===== config.mk =====
export PLATFORM = sky130hd
export DESIGN_NAME = datapath
export DESIGN_NICKNAME = d
export VERILOG_FILES = /design/src/rtl/datapath.sv
export SDC_FILE = /design/constraint.sdc
export NUM_CORES = 1
export LEC_CHECK = 0
export CORE_MARGIN = 2
export CORE_UTILIZATION = 30
export DETAILED_ROUTE_END_ITERATION = 10
export PLACE_DENSITY = 0.49
export SYNTH_ARGS = -nofsm -noshare
export SYNTH_HDL_FRONTEND = slang
export SYNTH_SLANG_ARGS = --single-unit

===== constraint.sdc =====
create_clock -name clk -period 16.48 [get_ports clk]
set_input_delay 3.296 -clock clk [delete_from_list [all_inputs] [get_ports clk]]
set_output_delay 3.296 -clock clk [all_outputs]
set_load 0.05 [all_outputs]

===== src/rtl/datapath.sv =====
// K&S datapath: PC, IR, 4-entry register file, ALU and registered ALU flags; sole RAM port master.
// Latency: ram_addr/data_out/decoded_instruction are combinational; state and flags update one edge later.
// Backpressure: none; every enable is honoured on the edge it is asserted.
//
// Ports:
//   clk, rst_n           clock and asynchronous active-low reset
//   branch, pc_enable    PC update control (branch target = IR[4:0], else PC+1)
//   ir_enable            capture data_in into IR
//   write_reg_enable     write register file; c_sel picks ALU result (1) or data_in (0)
//   addr_sel             RAM address source: 0 = PC, 1 = IR[4:0]
//   operation            ALU op: 00 OR, 01 ADD, 10 SUB, 11 AND
//   flags_reg_enable     capture ALU flags
//   decoded_instruction  IR opcode decode
//   zero_op, neg_op, unsigned_overflow, signed_overflow  registered ALU flags
//   ram_addr, data_out, data_in  RAM port

package k_and_s_pkg;
    typedef enum logic [3:0] {
        I_NOP, I_LOAD, I_STORE, I_MOVE,
        I_ADD, I_SUB, I_AND, I_OR,
        I_BRANCH, I_BZERO, I_BNZERO, I_BNEG, I_BNNEG,
        I_HALT
    } decoded_instruction_type;
endpackage

module datapath #(
    parameter int DATA_W = 16,
    parameter int ADDR_W = 5
) (
    input  logic                                    clk,
    input  logic                                    rst_n,
    input  logic                                    branch,
    input  logic                                    pc_enable,
    input  logic                                    ir_enable,
    input  logic                                    write_reg_enable,
    input  logic                                    addr_sel,
    input  logic                                    c_sel,
    input  logic [1:0]                              operation,
    input  logic                                    flags_reg_enable,
    output k_and_s_pkg::decoded_instruction_type    decoded_instruction,
    output logic                                    zero_op,
    output logic                                    neg_op,
    output logic                                    unsigned_overflow,
    output logic                                    signed_overflow,
    output logic [ADDR_W-1:0]                       ram_addr,
    output logic [DATA_W-1:0]                       data_out,
    input  logic [DATA_W-1:0]                       data_in
);
    import k_and_s_pkg::*;

    logic [ADDR_W-1:0] pc_q, pc_d;
    logic [DATA_W-1:0] ir_q;
    logic [DATA_W-1:0] regs_q [4];
    logic              zero_q, neg_q, uo_q, so_q;

    decoded_instruction_type dec;

    logic [1:0]        dst_sel, a_sel, b_sel;
    logic [DATA_W-1:0] alu_a, alu_b, alu_res, wr_dat;
    logic [DATA_W:0]   sum_w, diff_w;
    logic              alu_uo, alu_so;

    // IR bit 7 is not used by any encoding.
    logic unused_ir7;
    assign unused_ir7 = ir_q[7];

    // ---------------- decode ----------------
    always_comb begin
        dec = I_NOP;
        case (ir_q[15:8])
            8'h81:   dec = I_LOAD;
            8'h82:   dec = I_STORE;
            8'h91:   dec = I_MOVE;
            8'hA1:   dec = I_ADD;
            8'hA2:   dec = I_SUB;
            8'hA3:   dec = I_AND;
            8'hA4:   dec = I_OR;
            8'h01:   dec = I_BRANCH;
            8'h02:   dec = I_BZERO;
            8'h03:   dec = I_BNZERO;
            8'h04:   dec = I_BNEG;
            8'h05:   dec = I_BNNEG;
            8'hFF:   dec = I_HALT;
            default: dec = I_NOP;
        endcase
    end
    assign decoded_instruction = dec;

    // Destination field moves with the instruction format; MOVE feeds its
    // source to both ALU ports so an OR passes the value straight through.
    always_comb begin
        dst_sel = ir_q[5:4];
        a_sel   = ir_q[3:2];
        if (dec == I_LOAD) dst_sel = ir_q[6:5];
        if (dec == I_MOVE) begin
            dst_sel = ir_q[3:2];
            a_sel   = ir_q[1:0];
        end
    end
    assign b_sel = ir_q[1:0];

    assign alu_a = regs_q[a_sel];
    assign alu_b = regs_q[b_sel];

    // ---------------- ALU ----------------
    // The extra MSB of the (DATA_W+1)-bit difference is the unsigned borrow (A<B).
    assign sum_w  = {1'b0, alu_a} + {1'b0, alu_b};
    assign diff_w = {1'b0, alu_a} - {1'b0, alu_b};

    always_comb begin
        alu_res = '0;
        alu_uo  = 1'b0;
        alu_so  = 1'b0;
        case (operation)
            2'b00: alu_res = alu_a | alu_b;
            2'b01: begin
                alu_res = sum_w[DATA_W-1:0];
                alu_uo  = sum_w[DATA_W];
                alu_so  = (alu_a[DATA_W-1] == alu_b[DATA_W-1]) &&
                          (sum_w[DATA_W-1] != alu_a[DATA_W-1]);
            end
            2'b10: begin
                alu_res = diff_w[DATA_W-1:0];
                alu_uo  = diff_w[DATA_W];
                alu_so  = (alu_a[DATA_W-1] != alu_b[DATA_W-1]) &&
                          (diff_w[DATA_W-1] != alu_a[DATA_W-1]);
            end
            default: alu_res = alu_a & alu_b;
        endcase
    end

    assign wr_dat = c_sel ? alu_res : data_in;

    // ---------------- PC ----------------
    always_comb begin
        pc_d = pc_q;
        if (pc_enable) pc_d = branch ? ir_q[ADDR_W-1:0] : pc_q + 1'b1;
    end

    // ---------------- state ----------------
    always_ff @(posedge clk or negedge rst_n) begin
        if (!rst_n) begin
            pc_q   <= '0;
            ir_q   <= '0;
            zero_q <= 1'b0;
            neg_q  <= 1'b0;
            uo_q   <= 1'b0;
            so_q   <= 1'b0;
            for (int i = 0; i < 4; i++) regs_q[i] <= '0;
        end else begin
            pc_q <= pc_d;
            if (ir_enable) ir_q <= data_in;
            // Uses the pre-edge IR fields even when IR is reloaded on this edge.
            if (write_reg_enable) regs_q[dst_sel] <= wr_dat;
            if (flags_reg_enable) begin
                zero_q <= (alu_res == '0);
                neg_q  <= alu_res[DATA_W-1];
                uo_q   <= alu_uo;
                so_q   <= alu_so;
            end
        end
    end

    assign zero_op           = zero_q;
    assign neg_op            = neg_q;
    assign unsigned_overflow = uo_q;
    assign signed_overflow   = so_q;

    assign ram_addr = addr_sel ? ir_q[ADDR_W-1:0] : pc_q;
    assign data_out = regs_q[ir_q[6:5]];

endmodule


==> results of run 1 <==
## critical path, cell delays in order
cell and delay [ns]:
sky130_fd_sc_hd__clkdlybuf4s50_1 0.58, sky130_fd_sc_hd__mux2_2 0.36, sky130_fd_sc_hd__clkdlybuf4s50_1 0.70
## layer usage
metal  up-vias  GRT usage [%]  routed length [um]
li1       3205              -                   -
met1      3461           27.0               12400
met2       238           29.0               11600
met3        30           1.87                1300
met4         0           5.78                 584
met5         -              0                   0
## layout make-up
class | count | area (um^2)
flip-flops and latches | 88 | 2200
clock buffers | 11 | 253
multi-input cells | 649 | 5370
well taps | 335 | 419
inverters | 62 | 233
repair buffers | 68 | 646
fillers | 2677 | 16900
clock inverters | 5 | 86.3
## power by group through the flow
stage	combinational (W)	sequential [W]	clock, W
floorplan	0.000931	0.000364	0
global placement	0.00127	0.000383	0
detailed placement	0.00126	0.000385	0
CTS	0.00127	0.000380	0.000247
global route	0.00139	0.000397	0.000254
finish	0.00129	0.000381	0.000242
## path summary, 6_finish.rpt
kind / cells past startpoint / slack [ns] / startpoint / endpoint
setup / recovery: 3 / 8.24 / addr_sel / ram_addr[4]
hold / removal: 2 / 0.53 / signed_overflow / signed_overflow
setup reg to reg: 17 / 10.01 / ir_q[9] / regs_q[30]
hold reg to reg: 2 / 0.53 / signed_overflow / signed_overflow
max in group asynchronous: 2 / 12.47 / rst_n / regs_q[27]
min in group asynchronous: 1 / 2.92 / rst_n / pc_q[3]
## sequential cells by signal, summed over array words and instances, names as in the netlist
register and flops:
zero_op 1, regs_q 64, signed_overflow 1, ir_q 15, neg_op 1, pc_q 5, unsigned_overflow 1
## metrics by stage
| step | power, W | utilization, % | cell area, um^2 | cells | hold WS, ns |
|---|---|---|---|---|---|
| 2_1_floorplan | 0.00130 | - | 8000 | 851 | 0.483 |
| 3_3_place_gp | 0.00165 | 34.0 | 8870 | 1202 | 0.514 |
| 3_5_place_dp | 0.00165 | 34.0 | 8870 | 1202 | 0.520 |
| 4_1_cts | 0.00190 | 35.2 | 9210 | 1218 | 0.532 |
| 5_1_grt | 0.00204 | 35.2 | 9210 | 1218 | 0.545 |
| 6_report | 0.00191 | 35.2 | 9210 | 1218 | 0.527 |
## cells in the final DEF (no fill, tap or decap), types with 23 or more instances in the layout
cell type | Yosys | layout
sky130_fd_sc_hd__inv_1 | 62 | 62
sky130_fd_sc_hd__ha_1 | 53 | 53
sky130_fd_sc_hd__nand2_1 | 53 | 53
sky130_fd_sc_hd__nor2_1 | 67 | 64
sky130_fd_sc_hd__clkdlybuf4s50_1 | 0 | 54
sky130_fd_sc_hd__o21ai_0 | 40 | 40
sky130_fd_sc_hd__a21oi_1 | 47 | 47
sky130_fd_sc_hd__mux2i_1 | 35 | 34
sky130_fd_sc_hd__nor3_1 | 23 | 23
sky130_fd_sc_hd__mux2_2 | 76 | 76
sky130_fd_sc_hd__mux4_2 | 32 | 32
sky130_fd_sc_hd__dfrtp_1 | 88 | 88
## cells by family after synthesis
kind of cell / synth area share (%)
xor gates and xnor gates: 0.986
buffers and inverters: 5.52
muxes: 24.1
and+or+nand+nor: 14.5
adders and majority gates: 8.79
DFF: 27.5
AOI/OAI and AO/OA: 18.6
==> implementation parameters, run 1 <==
Parameter                              Value

Routing
  Wire length per cell after detailed routing    21.3 um
  Number of search-and-repair iterations in the first detailed-routing pass    8
  Via count    6,934
  DRT antenna net count    0
  Detailed-route wire length    25,900 um
  Vias per Instance    5.69
  Violation count after the first detailed-routing iteration    623
  Drc violations    2

Place
  Setup slack at placement    8.24 ns
  HPWL after detailed placement    19,400 um
  Weighted congestion reported at the end of routability-driven placement    0.931
  Count of buffers inserted at the top-level ports    55

Floorplan
  Width of the chip    167 um
  Die area    28,000 um^2
  Top-level I/O count    56
  Number of placement rows    59
  Starting utilization of the core area    30.6%
  Die outline height    167 um
  Area of the placeable core    26,100 um^2

Clock network
  Clock tree from TritonCTS    built
  Clock-pin slew of the registers on the worst-case setup and hold paths    0.07 ns
  H-tree levels    3
  Latest clock arrival within the worst-skew pair    0.36 ns
  Postcts setup bufs    0
  Number of buffers created by CTS    9
  Number of sinks on the clock net    88
  CTS Buffer Depth    2
  Total of cells resized after clock tree synthesis    0
  Root buffer selected by CTS    sky130_fd_sc_hd__clkbuf_16
  Count of hold buffers inserted by post-cts repair    0

Status
  Violations in the final reports    design-rule violations
  Run status    finished, violations left

Global route
  First-pass GRT wire length    39,900 um
  Via count of the first global-routing pass    6,578
  Sum of overflow across all layers after global routing    0
  Total GRT Usage    18.5%
  Initial antenna violation count    0
  Maximum number of pins on one net before global-route repair    50

Power and ir drop
  Comb pwr share    67.4%
  Switching power    0.000951 W
  Leak pwr    3.85 nW
  Worst vdd ir    0.0758 mV
  PwrDens    207 nW/um^2
  Internal power    0.000960 W
  Share of total power consumed by net switching    49.8%
  Portion of total power attributed to the clock network    12.7%
  Fraction of power consumed by sequential logic    19.9%

Worst hold path
  Min-delay worst type    reg -> reg

Logic synthesis
  Synthesized netlist net count    933
  Synthesized area    8000 um^2
  Number of distinct library cell variants in the gate-level netlist after synthesis    81
  Prevailing post-synth register cell    sky130_fd_sc_hd__dfrtp_1
  Top-count cell post-synth    sky130_fd_sc_hd__dfrtp_1
  Synth area leader    sky130_fd_sc_hd__dfrtp_1
  Post-synth EDFFs    0
  Warnings, synthesis    0
  Top cells by area in the synthesized netlist    sky130_fd_sc_hd__dfrtp_1, sky130_fd_sc_hd__mux2_2, sky130_fd_sc_hd__mux4_2
  Synthesis-stage register bit count    88
  Most instantiated cells after synthesis    sky130_fd_sc_hd__dfrtp_1, sky130_fd_sc_hd__mux2_2, sky130_fd_sc_hd__nor2_1
  Mean Syn Cell Area    9.40 um^2
  Area share of the largest cell type after synthesis    27.5%
  Async set or reset register ratio after synthesis    100%
  Portion of the post-synthesis area used by sequential elements    27.5%
  Mapped Cells    851

Timing
  Aggregate negative setup slack    0 ns
  Unrepaired setup endpoints after global routing    no
  Max Fclk    0.121 GHz
  Time the final worst path needs with I/O delays and setup    8.24 ns
  # setup viols final    0
  Worst setup slack after layout    8.24 ns
  Post-Route Skew    0.0101 ns
  Worst Max-Slew Pin Slew    1.05 ns
  Number of endpoints with negative hold slack in the final report    0
  Remaining max-slew budget at the tightest pin    28.1%
  Final cycle utilization of the critical path    50.0%
  Number of max-slew violations in the final report    0

Setup path
  Setup crit start kind    input port
  Crit path kind    in -> out
  Top fanout value on the critical path    6
  Endpoint arrival time on the critical path    4.95 ns
  Required time worst endpoint    13.18 ns
  Setup crit end kind    output pin

Layout
  Area growth from synthesis to layout    15.2%
  Share of layout cells above drive strength 1    17.7%
  Diode count    0
  Final Net Count    960

Job
  Max-cap violations    0
Power figures use the tool's default switching activity.
==> inputs of run 2 (changes only) <==
- clock period: 16.48 -> 7.9 ns (I/O delays scaled with it)
==> run 2 against run 1 <==
The flow still finishes with violations (design-rule violations). Combinational power is 110% higher. Die area stayed put. Utilization is 0.17 points lower. Non-clock buffer count is 1 higher. Flip-flop and latch count did not move. Wire length grew 2.5%. Setup slack worse by 6.4 ns. Final area fell by 0.49%. Count of clock-buffer cells in the layout down 2. Global-route usage rose by 0.61 points. Power increased by 100%. Critical path type is now reg -> reg.
==> implementation parameters, run 2 (synthesis gave the netlist of run 1 again) <==
Parameter                              Value

Status
  Run status    finished, violations left
  Violations in the final reports    design-rule violations

Timing
  Max Fclk    0.164 GHz
  # setup viols final    0
  Final cycle utilization of the critical path    77.2%
  Post-Route Skew    0.00894 ns
  Number of max-slew violations in the final report    0
  Aggregate negative setup slack    0 ns
  Number of endpoints with negative hold slack in the final report    0
  Remaining max-slew budget at the tightest pin    17.1%
  Time the final worst path needs with I/O delays and setup    6.10 ns
  Unrepaired setup endpoints after global routing    no
  Worst Max-Slew Pin Slew    1.24 ns

Power and ir drop
  PwrDens    426 nW/um^2
  Worst vdd ir    0.156 mV
  Leak pwr    3.83 nW
  Total power    0.00390 W

Layout
  Final-layout fill cell count    2,716
  Share of layout cells above drive strength 1    17.8%
  Register with the highest flop count    regs_q
  Area growth from synthesis to layout    14.6%
  Max reg flops    64
  Regs by FF count    regs_q x64, ir_q x15, pc_q x5
  Final Net Count    961
  Highest-count cells in the layout ignoring fill and taps    sky130_fd_sc_hd__dfrtp_1, sky130_fd_sc_hd__mux2_2, sky130_fd_sc_hd__nor2_1
  Diode count    0
  Most frequent standard cell in the layout excluding fill and tap cells    sky130_fd_sc_hd__dfrtp_1

Global route
  Via count of the first global-routing pass    6,696
  Initial antenna violation count    0
  Sum of overflow across all layers after global routing    0
  First-pass GRT wire length    40,800 um
  Maximum number of pins on one net before global-route repair    53
  Total GRT Usage    19.1%

Setup path
  Setup crit end kind    flop
  Crit path kind    reg -> reg
  Reg2Reg Depth    17
  Timing startpoint of the critical path    ir_q[9]
  Setup crit start kind    flop
  Endpoint arrival time on the critical path    6.35 ns
  Reg-to-Reg Start    ir_q[9]
  Top fanout value on the critical path    30
  Required time worst endpoint    8.15 ns

Floorplan
  Number of placement rows    59
  Die outline height    167 um
  Starting utilization of the core area    30.6%
  Width of the chip    167 um
  Area of the placeable core    26,100 um^2
  Top-level I/O count    56
  Die area    28,000 um^2

Clock network
  Count of hold buffers inserted by post-cts repair    0
  Clock tree from TritonCTS    built
  Total of cells resized after clock tree synthesis    0
  Clock-pin slew of the registers on the worst-case setup and hold paths    0.07 ns
  CTS Buffer Depth    2
  Number of buffers created by CTS    9
  Root buffer selected by CTS    sky130_fd_sc_hd__clkbuf_16
  Number of sinks on the clock net    88
  Latest clock arrival within the worst-skew pair    0.36 ns
  Postcts setup bufs    0
  H-tree levels    3

Routing
  Wire length per cell after detailed routing    21.8 um
  DRT antenna net count    0
  Detailed-route wire length    26,600 um
  Drc violations    2
  Violation count after the first detailed-routing iteration    621
  Number of search-and-repair iterations in the first detailed-routing pass    8
  Vias per Instance    5.64
  Via count    6,872

Place
  Weighted congestion reported at the end of routability-driven placement    0.940
  HPWL after detailed placement    20,000 um
  Count of buffers inserted at the top-level ports    55

Worst hold path
  Min-delay worst type    reg -> reg
  Startpoint of the worst hold path    signed_overflow
  Cell depth of the worst min-delay path    2

Job
  Max-cap violations    0
[run 2: final timing paths]
check / slack, ns / end
max in group asynchronous: 5.61 / regs_q[42]
worst min-delay path: 0.53 / signed_overflow
worst max-delay path: 1.80 / regs_q[30]
worst max register to register: 1.80 / regs_q[30]
min in group asynchronous: 1.18 / pc_q[0]
worst min register to register: 0.53 / signed_overflow
[run 2: per-layer routing]
layer | vias up | GRT usage [%] | wire (um)
li1 | 3227 | - | -
met1 | 3449 | 27.0 | 12700
met2 | 169 | 30.3 | 12100
met3 | 27 | 3.07 | 1230
met4 | 0 | 5.56 | 570
met5 | - | 0 | 0
[run 2: power by group]
group / internal [W] / switching (W)
combinational: 0.00109 / 0.00158
clock: 0.000220 / 0.000211
sequential: 0.000620 / 0.000180
total: 0.00193 / 0.00198
[run 2: metrics by stage]
step                hold WS [ns]  cell area (um^2)  utilization (%)  setup WS (ns)  cells
global route               0.563              9170             35.1           1.42   1219
detailed placement         0.525              8880             34.0           1.93   1203
floorplan                  0.483              8000                -           2.59    851
finish                     0.530              9170             35.1           1.80   1219
CTS                        0.536              9170             35.1           1.88   1219
global placement           0.521              8880             34.0           1.99   1203
[run 2: area by class of cell]
cell class / count / area (um^2) / share of cell area (%)
clock inverter: 7 / 61.3 / 0.669
tap: 335 / 419 / 4.57
clock buffer: 9 / 225 / 2.46
timing repair buffer: 69 / 653 / 7.13
sequential: 88 / 2200 / 24.0
multi-input combinational: 649 / 5370 / 58.6
inverter: 62 / 233 / 2.54
[run 2: worst max-delay path, stage by stage (launching register included)]
cell                        delay [ns]
sky130_fd_sc_hd__dfrtp_1          0.52
sky130_fd_sc_hd__or4b_4           0.61
sky130_fd_sc_hd__nor2_1           0.29
sky130_fd_sc_hd__mux2i_4          0.28
sky130_fd_sc_hd__buf_4            0.44
sky130_fd_sc_hd__mux2_2           0.39
sky130_fd_sc_hd__nor2_1           0.13
sky130_fd_sc_hd__a21oi_1          0.08
sky130_fd_sc_hd__ha_1             0.44
sky130_fd_sc_hd__a21o_1           0.20
sky130_fd_sc_hd__a21o_1           0.21
sky130_fd_sc_hd__a2111oi_0        0.83
sky130_fd_sc_hd__nor2_1           0.12
sky130_fd_sc_hd__o41ai_1          0.58
sky130_fd_sc_hd__nor3_1           0.09
sky130_fd_sc_hd__o211ai_1         0.25
sky130_fd_sc_hd__nand3_1          0.22
sky130_fd_sc_hd__a22o_1           0.25
==> inputs of run 3 (changes only) <==
- clock period: 7.9 -> 6.1 ns (I/O delays scaled with it)
==> run 3 against run 2 <==
The flow still finishes with violations (design-rule violations). Critical path depth is 1 higher. Clock skew is 0.0068 ns higher. Register-to-register slack worse by 1.6 ns. Critical endpoint is now regs_q[42]. Largest cell class unchanged.
==> implementation parameters, run 3 (synthesis gave the netlist of run 1 again) <==
Parameter                              Value

Setup path
  Crit path kind    reg -> reg
  Crit path to    regs_q[42]
  Buffers plus inverters on the worst setup path    2
  Endpoint arrival time on the critical path    6.15 ns
  Required time worst endpoint    6.35 ns
  Slowest cell delay on critical path    0.62 ns
  Worst R2R End    regs_q[42]
  Reg-to-Reg Start    ir_q[14]
  Setup crit end kind    flop
  Reg2Reg Depth    18
  Sequence of cells on the critical path    or4b_4 -> nor2_1 -> mux2i_4 -> buf_12 -> mux2i_1 -> mux2_2 -> inv_1 -> ha_1 -> fa_1 -> a21o_1 -> a21oi_1 -> o21bai_1 -> and2_1 -> a311oi_1 -> o21ai_0 -> a211oi_1 -> o21ai_0 -> mux2_2
  Cell count along the critical path    18
  Critical path's top delay family    compound AO/OA/AOI/OAI gates
  Register-to-register setup slack    0.20 ns
  Top fanout value on the critical path    30
  Setup crit start kind    flop
  Timing startpoint of the critical path    ir_q[14]
  CP max-delay cell    sky130_fd_sc_hd__a311oi_1

Floorplan
  Width of the chip    167 um
  Top-level I/O count    56
  Area of the placeable core    26,100 um^2
  Number of placement rows    59
  Die area    28,000 um^2
  Die outline height    167 um
  Starting utilization of the core area    30.6%

Layout
  Area growth from synthesis to layout    15.4%
  Share of layout cells above drive strength 1    18.0%
  Final Net Count    966
  Regs by FF count    regs_q x64, ir_q x15, pc_q x5
  Post-Layout Inst Area    9230 um^2
  Highest-count cells in the layout ignoring fill and taps    sky130_fd_sc_hd__dfrtp_1, sky130_fd_sc_hd__mux2_2, sky130_fd_sc_hd__nor2_1
  Number of standard cells in the layout, taps in and fillers out    1,224
  Diode count    0
  Max reg flops    64
  Most frequent standard cell in the layout excluding fill and tap cells    sky130_fd_sc_hd__dfrtp_1
  Register with the highest flop count    regs_q

Routing
  Detailed-route wire length    26,600 um
  Wire length per cell after detailed routing    21.7 um
  Number of search-and-repair iterations in the first detailed-routing pass    8
  Violation count after the first detailed-routing iteration    474
  Vias per Instance    5.66
  Via count    6,923
  DRT antenna net count    0
  Drc violations    2

Timing
  Aggregate negative setup slack    0 ns
  Remaining max-slew budget at the tightest pin    19.6%
  Max Fclk    0.170 GHz
  Final cycle utilization of the critical path    96.7%
  Post-Route Skew    0.0157 ns
  # setup viols final    0
  Time the final worst path needs with I/O delays and setup    5.90 ns
  Number of max-slew violations in the final report    0
  Worst Max-Slew Pin Slew    1.21 ns
  Number of endpoints with negative hold slack in the final report    0
  Unrepaired setup endpoints after global routing    no

Worst hold path
  Startpoint of the worst hold path    regs_q[18]
  Min-delay worst type    reg -> reg

Clock network
  CTS Buffer Depth    2
  Total of cells resized after clock tree synthesis    0
  Latest clock arrival within the worst-skew pair    0.37 ns
  Clock-pin slew of the registers on the worst-case setup and hold paths    0.08 ns
  Number of buffers created by CTS    9
  Clock tree from TritonCTS    built
  Count of hold buffers inserted by post-cts repair    0
  Number of sinks on the clock net    88
  H-tree levels    3
  Postcts setup bufs    0
  Root buffer selected by CTS    sky130_fd_sc_hd__clkbuf_16

Global route
  Total GRT Usage    19.0%
  Sum of overflow across all layers after global routing    0
  Initial antenna violation count    0
  First-pass GRT wire length    40,700 um
  Via count of the first global-routing pass    6,656
  Maximum number of pins on one net before global-route repair    55

Place
  Count of buffers inserted at the top-level ports    55
  HPWL after detailed placement    20,100 um
  Weighted congestion reported at the end of routability-driven placement    0.935
  Placed Instance Area    8930 um^2
  Cell total after placement    1,208

Job
  Max-cap violations    0

Status
  Run status    finished, violations left
  Violations in the final reports    design-rule violations

Power and ir drop
  Worst vdd ir    0.178 mV
  Total power    0.00513 W
  PwrDens    555 nW/um^2
  Leak pwr    3.86 nW
==> run 3: changes by cell type in the layout (fill, tap and decap cells not counted), sizes merged <==
cell	before	now
buf	15	20
inv	66	63
clkbuf	9	11
bufinv	0	1
==> run 3: worst min-delay path by stage <==
stage	endpoint	slack, ns	depth (start not counted)
floorplan	regs_q[16]	0.48	2
global placement	regs_q[16]	0.51	2
detailed placement	regs_q[18]	0.52	2
CTS	regs_q[18]	0.53	2
global route	regs_q[18]	0.57	2
finish	regs_q[18]	0.54	2
==> run 3: final cells by class <==
class,count,area [um^2]
clock inverter,5,66.3
timing repair buffer,74,703
sequential,88,2200
inverter,62,233
fill,2711,16900
clock buffer,11,233
tap,335,419
multi-input combinational,649,5370
==> run 3: power by group <==
| group | internal (W) | total, W | switching, W |
|---|---|---|---|
| sequential | 0.000803 | 0.00105 | 0.000244 |
| clock | 0.000323 | 0.000600 | 0.000277 |
| combinational | 0.00142 | 0.00348 | 0.00206 |
| total | 0.00254 | 0.00513 | 0.00258 |
==> run 3: worst min-delay path, delay by kind of cell (launching register included) <==
family	cells	cell delay (ns)
DFF	1	0.39
AOI/OAI and AO/OA	1	0.06
and+or+nand+nor	1	0.05
==> run 3: stage by stage <==
stage          util, %  setup slack, ns  hold slack, ns
2_1_floorplan        -            0.793           0.483
3_3_place_gp      34.2            0.511           0.511
3_5_place_dp      34.2            0.445           0.518
4_1_cts           35.3            0.385           0.534
5_1_grt           35.3           0.0206           0.572
6_report          35.3            0.203           0.535
==> run 3: routing by layer <==
| metal | part of all wire [%] | track usage (%) | up-vias |
|---|---|---|---|
| met2 | 44 | 29.2 | 211 |
| li1 | - | - | 3231 |
| met4 | 2.5 | 6.43 | 0 |
| met5 | 0 | 0 | - |
| met1 | 48 | 27.7 | 3449 |
| met3 | 5.0 | 2.22 | 32 |
